==> src/rtl/pipe_ripple_adder_pkg.sv <==
// Shared helpers for the pipelined ripple-carry adder: stage count and
// configuration legality, both evaluated at elaboration time.
package pipe_ripple_adder_pkg;

  // Number of CHUNK-bit carry slices, hence pipeline stages, in a WIDTH-bit add.
  function automatic int calc_stages(input int width, input int chunk);
    return (chunk >= 1) ? (width / chunk) : 1;
  endfunction

  // A legal configuration splits WIDTH into a whole number of non-empty chunks.
  function automatic bit cfg_ok(input int width, input int chunk);
    return (chunk >= 1) && (width >= chunk) && ((width % chunk) == 0);
  endfunction

endpackage

==> src/rtl/adder_chunk.sv <==
// Combinational CHUNK-bit ripple-carry slice. It also exposes the carry into
// its top bit so the last slice can produce the signed-overflow flag.
module adder_chunk #(
  parameter int CHUNK = 2
) (
  input  logic [CHUNK-1:0] a,
  input  logic [CHUNK-1:0] b,
  input  logic             cin,
  output logic [CHUNK-1:0] sum,
  output logic             cout,
  output logic             c_top
);

  always_comb begin
    logic c;
    c     = cin;
    sum   = '0;
    c_top = cin;
    for (int i = 0; i < CHUNK; i++) begin
      if (i == CHUNK - 1) c_top = c;
      sum[i] = a[i] ^ b[i] ^ c;
      c      = (a[i] & b[i]) | (c & (a[i] ^ b[i]));
    end
    cout = c;
  end

endmodule

==> src/rtl/pipe_ripple_adder.sv <==
// WIDTH-bit adder/subtractor built from a chain of CHUNK-bit ripple slices,
// one slice per pipeline stage, with global-stall valid/ready flow control.
module pipe_ripple_adder
  import pipe_ripple_adder_pkg::*;
#(
  parameter int WIDTH = 8,
  parameter int CHUNK = 2
) (
  input  logic             clk,
  input  logic             rst,
  input  logic             in_valid,
  output logic             in_ready,
  input  logic [WIDTH-1:0] a,
  input  logic [WIDTH-1:0] b,
  input  logic             cin,
  input  logic             sub,
  output logic             out_valid,
  input  logic             out_ready,
  output logic [WIDTH-1:0] sum,
  output logic             cout,
  output logic             ovf
);

  localparam int STAGES = calc_stages(WIDTH, CHUNK);

  if (!cfg_ok(WIDTH, CHUNK)) begin : g_cfg_check
    $error("pipe_ripple_adder: WIDTH must be a positive multiple of CHUNK");
  end

  // Handshake: a beat transfers on any rising edge where valid & ready are both
  // high. The whole pipe advances together (adv) whenever the output slot is
  // empty or being drained; otherwise every stage holds, so in_ready = adv.
  logic adv;

  logic [STAGES-1:0] st_valid;
  logic [STAGES-1:0] st_c;
  logic              st_ctop;
  logic [WIDTH-1:0]  st_a   [STAGES];
  logic [WIDTH-1:0]  st_b   [STAGES];
  logic [WIDTH-1:0]  st_sum [STAGES];

  logic [STAGES-1:0] nxt_valid;
  logic [STAGES-1:0] nxt_c;
  logic              nxt_ctop [STAGES];
  logic [WIDTH-1:0]  nxt_a    [STAGES];
  logic [WIDTH-1:0]  nxt_b    [STAGES];
  logic [WIDTH-1:0]  nxt_sum  [STAGES];

  assign out_valid = st_valid[STAGES-1];
  assign adv       = ~out_valid | out_ready;
  assign in_ready  = adv;

  for (genvar k = 0; k < STAGES; k++) begin : g_stage
    logic             pv;
    logic             pc;
    logic [WIDTH-1:0] pa;
    logic [WIDTH-1:0] pb;
    logic [WIDTH-1:0] ps;
    logic [WIDTH-1:0] ns;
    logic [CHUNK-1:0] slice_sum;
    logic             slice_cout;
    logic             slice_ctop;

    if (k == 0) begin : g_head
      // Bubbles enter as all-zero data so an empty output slot never shows
      // garbage. cin is the raw carry into bit 0; in subtract mode it is an
      // active-low borrow, so cin=1 yields a-b.
      assign pv = in_valid;
      assign pa = in_valid ? a : '0;
      assign pb = !in_valid ? '0 : (sub ? ~b : b);
      assign pc = in_valid & cin;
      assign ps = '0;
    end else begin : g_body
      assign pv = st_valid[k-1];
      assign pa = st_a[k-1];
      assign pb = st_b[k-1];
      assign pc = st_c[k-1];
      assign ps = st_sum[k-1];
    end

    adder_chunk #(
      .CHUNK (CHUNK)
    ) u_chunk (
      .a     (pa[k*CHUNK +: CHUNK]),
      .b     (pb[k*CHUNK +: CHUNK]),
      .cin   (pc),
      .sum   (slice_sum),
      .cout  (slice_cout),
      .c_top (slice_ctop)
    );

    always_comb begin
      ns                   = ps;
      ns[k*CHUNK +: CHUNK] = slice_sum;
    end

    assign nxt_valid[k] = pv;
    assign nxt_c[k]     = slice_cout;
    assign nxt_ctop[k]  = slice_ctop;
    assign nxt_a[k]     = pa;
    assign nxt_b[k]     = pb;
    assign nxt_sum[k]   = ns;
  end

  always_ff @(posedge clk) begin
    if (rst) begin
      st_valid <= '0;
      st_c     <= '0;
      st_ctop  <= 1'b0;
      for (int k = 0; k < STAGES; k++) begin
        st_a[k]   <= '0;
        st_b[k]   <= '0;
        st_sum[k] <= '0;
      end
    end else if (adv) begin
      st_valid <= nxt_valid;
      st_c     <= nxt_c;
      st_ctop  <= nxt_ctop[STAGES-1];
      for (int k = 0; k < STAGES; k++) begin
        st_a[k]   <= nxt_a[k];
        st_b[k]   <= nxt_b[k];
        st_sum[k] <= nxt_sum[k];
      end
    end
  end

  assign sum  = st_sum[STAGES-1];
  assign cout = st_c[STAGES-1];
  assign ovf  = st_ctop ^ st_c[STAGES-1];

endmodule
==> config.mk <==
export PLATFORM = sky130hd
export DESIGN_NAME = pipe_ripple_adder
export DESIGN_NICKNAME = d
export VERILOG_FILES = /design/src/rtl/pipe_ripple_adder_pkg.sv /design/src/rtl/adder_chunk.sv /design/src/rtl/pipe_ripple_adder.sv
export SDC_FILE = /design/constraint.sdc
export NUM_CORES = 1
export LEC_CHECK = 0
export ABC_AREA = 1
export BUFFER_PORTS_ARGS = -buffer_cell sky130_fd_sc_hd__buf_4
export CAP_MARGIN = 20
export CELL_PAD_IN_SITES_DETAIL_PLACEMENT = 1
export CELL_PAD_IN_SITES_GLOBAL_PLACEMENT = 2
export CORE_MARGIN = 1.5
export CORE_UTILIZATION = 30
export CTS_BUF_LIST = sky130_fd_sc_hd__clkbuf_16
export DETAILED_ROUTE_END_ITERATION = 12
export PLACE_DENSITY = 0.66
export SYNTH_ARGS = -nofsm -noshare
export SYNTH_HDL_FRONTEND = slang
export SYNTH_SLANG_ARGS = --single-unit
==> constraint.sdc <==
create_clock -name clk -period 2.6 [get_ports clk]
set_input_delay 0.13 -clock clk [delete_from_list [all_inputs] [get_ports clk]]
set_output_delay 0.13 -clock clk [all_outputs]
set_load 0.1 [all_outputs]
---- Word level (Yosys, flattened, before mapping) ----
Memory sizes are Yosys's and may differ from the RTL's.
Cells that the tools add are included.
word-level totals
  RAM bits ................................ 96
  logic and storage cells ................. 83
  memories ................................ 3
  bits of input ports ..................... 22
  register bits ........................... 9
cells by class
  multiplexer cells ....................... 20
  bitwise gates (word level) .............. 57
memory list
  name    words  width  rd ports  clocked after Yosys merged registers in  write ports  RTL line                 source
  st_a    4      8      3         0                                        4            pipe_ripple_adder.sv:38  logic [WIDTH-1:0] st_a [STAGES];
  st_b    4      8      3         0                                        4            pipe_ripple_adder.sv:39  logic [WIDTH-1:0] st_b [STAGES];
  st_sum  4      8      4         0                                        4            pipe_ripple_adder.sv:40  logic [WIDTH-1:0] st_sum [STAGES];
operator list
  cell               count
  8-bit two-way mux  15
  1-bit bitwise OR   21
  1-bit bitwise AND  17
  1-bit bitwise XOR  17
  8-bit inverter     1
  1-bit two-way mux  5
  1-bit inverter     1

---- Logic depth before layout (Yosys ltp) ----
  depth in word-level cells ............... 8
  mapped depth ............................ 8
  depth with buffers taken out ............ 7

---- Hierarchy ----
A second synthesis with hierarchy kept.
unflattened totals
  cell total of the unflattened synthesis .. 222
  area, all modules ....................... 2406.1 µm²
modules (own cells, without submodules)
  module             sequential area each (µm²)  area each (µm²)  times used  cells an instance
  pipe_ripple_adder  1501.4                      2245.9           1           214
  adder_chunk        0.0                         40.0             4           2

---- Worst setup path before layout ----
Ideal clock, no wire load.
  kind .................................... flip-flop to flip-flop
  start ................................... register st_valid[3]
  end ..................................... memory st_a[1][4] (netlist: st_a[0][12]), enable pin
  period minus slack after synthesis ...... 2.737 ns
  stages on the path, launching flop included .. 4
  path buffers ............................ 0
  path slack .............................. -0.137 ns
  data required time ...................... 2.037 ns
  arrival ................................. 2.174 ns
  cells stage by stage .................... dfxtp_1 inv_1 nor2_2 nand2_1
RTL lines
  item                    RTL line                  source
  start, declared         pipe_ripple_adder.sv:35   logic [STAGES-1:0] st_valid;
  start signal, assigned  pipe_ripple_adder.sv:116  st_valid <= nxt_valid;
  end, declared           pipe_ripple_adder.sv:38

==> results.toml <==
[status]
status = "finished, final reports clean"

[layout]
multi_input_area_um2 = 661
finalNetCount = 295
final_util_pct = 37.5
regArea_um2 = 1500
syn_to_final_growth_pct = 20.0
diodes = 0
fill_cells = 908
instances_no_fill = 368
final_layout_size_suffix_gt1_share_pct = 24.4

[clock_tree]
h-tree-depth = 2
cts.sinks = 53
post_cts_buffers = 0
cts-hold-fix-buffers = 0
clock_latency_ns = 0.29
path_clk_slew_ns = 0.07
root_buffer = "clkbuf_16"
cts_buffer_depth = 2
numCtsBuffers = 5
cts_tree = "built"
ctsResizeCount = 0

[floorplan]
core_um2 = 7810
die_h_um = 93.1
dieArea_um2 = 8670
std_cell_rows = 32
fp.dieW_um = 93.1
num_io_pins = 34
initial_core_util_pct = 31.2

[routing]
wl_um = 3790
wire_per_inst_um = 10.3
vias = 1435
ant_nets = 0
via_per_inst = 3.90
drtPass1Iterations = 3
drc_errors = 0
drt_iter0_drc = 67

[critical_path]
crit_arrival_ns = 1.70
r2r_slack_ns = 0.94
start_kind = "flop"
reg2reg_to = "st_sum[3][7]"
cp-end-kind = "flop"
cp_data_required_time_ns = 2.64
crit_start = "st_a[0][22]"
path_max_fanout = 2
ff2ff_path_depth = 4
r2r_start = "st_a[0][22]"
worstSetupEndpoint = "st_sum[3][7]"
worstSetupPathType = "flop to flop"

[flow_run]
drv_cap = 0

[logic_synthesis]
synth_area_per_cell_um2 = 10.6
synthTopCellsByArea = "edfxtp_1 54%, inv_1 8.9%, dfxtp_1 7.4%"
netlist.area_leader.share_pct = 54.2
yosysUniqueCellTypes = 15
yosysTopAreaCell = "edfxtp_1"
synth_area_um2 = 2440
ys.warnings.count = 0
synth_nets = 260
ys_seq_area_share_pct = 61.6
synth-seq-cells = 53
synth_cells = 230

[min_path]
min_path_cells = 3
min-delay-start = "a[7]"
holdCritPathClass = "input pin to flop"

[global_routing]
grt_max_degree = 46
grt_util_all_layers_pct = 9.85
antenna_found_initial = 0
grt_pass1_wl_um = 6600
grt_pass1_vias = 1420
gr-total-overflow = 0

[place]
finalWeightedCongestion = 0.634
hpwl_um = 2580
place.port_buffers = 33
dp_cells = 360

[pwr]
cellLeakagePower_nw = 1.34
power_w = 0.00183
power_density_nw_per_um2 = 627
peakVddDrop_mv = 0.212

[sta]
setup_viol = 0
fin_tns_setup_ns = 0
finalCritPeriodShare_pct = 63.8
hold_violations = 0
max_freq_ghz = 0.603
worstMarginPinSlew_ns = 0.563
rsz0062_at_grt = "no"
maxSlewHeadroom_pct = 62.4
finalMaxSlewViolations = 0
fin_skew_ns = 0.00643
min_period_ns = 1.66
## state kept, by name, indices dropped and copies added, names as in the netlist
register / flops
st_sum: 20
st_valid: 4
st_a: 12
st_ctop: 1
st_c: 4
st_b: 12
## worst max-delay path, stage by stage, from the launching register on
cell and delay (ns):
edfxtp_1 0.40, fa_1 0.47, fa_1 0.43, inv_1 0.07, nor2_2 0.04
## power by group
group	internal (W)	total [W]	switching (W)
Clock	0.000409	0.000688	0.000279
Combinational	0.0000597	0.000178	0.000119
Sequential	0.000957	0.000968	0.0000115
## per-layer routing
metal / vias up / global-route usage, % / routed length (um)
li1: 756 / - / -
met1: 641 / 11.4 / 1760
met2: 30 / 17.2 / 1790
met3: 8 / 1.95 / 147
met4: 0 / 4.92 / 87
met5: - / 0 / 0
## synth_stat cells, drive strengths merged
cell / number
buf: 6
edfxtp: 44
nand3: 16
fa: 8
dfxtp: 9
inv: 59
nor2: 49
nand2: 38
xor2: 1
## cell usage in the layout, fill, tap and decap left out, drive strengths merged
| cell type | netlist | layout |
|---|---|---|
| inv | 59 | 60 |
| nor2 | 49 | 49 |
| edfxtp | 44 | 44 |
| nand2 | 38 | 38 |
| buf | 6 | 34 |
| nand3 | 16 | 16 |
| dfxtp | 9 | 9 |
| fa | 8 | 8 |
| clkbuf | 0 | 6 |
| xor2 | 1 | 1 |
| clkinv | 0 | 1 |
## how the worst min path moves through the flow
stage / to / slack [ns]
finish: st_a[0][7] / 0.14
global route: st_a[0][6] / 0.15
CTS: st_a[0][7] / 0.14
detailed placement: st_a[0][4] / 0.44
floorplan: st_a[0][2] / 0.34
global placement: st_a[0][7] / 0.44
## final cells by class
| class | count | area share [%] |
|---|---|---|
| flip-flops and latches | 53 | 51.3 |
| clock inverters | 2 | 0.257 |
| repair buffers | 34 | 8.73 |
| multi-input cells | 112 | 22.6 |
| inverters | 59 | 7.57 |
| clock buffers | 6 | 5.13 |
| well taps | 102 | 4.36 |
## per-stage QoR
stage	instance area, um2	hold WS, ns	worst slack [ns]
after CTS	2920	0.138	0.927
after floorplan	2440	0.338	0.00897
after detailed placement	2770	0.439	0.921
after global placement	2770	0.438	0.952
after global routing	2920	0.153	0.894
final	2920	0.140	0.942
## cells by family after synthesis
group | after synthesis | synth area share, %
and+or+nand+nor | 103 | 20.1
buffers and inverters | 65 | 11.4
DFF | 53 | 61.6
adders and majority gates | 8 | 6.57
xor gates and xnor gates | 1 | 0.360
Power figures use the tool's default switching activity.
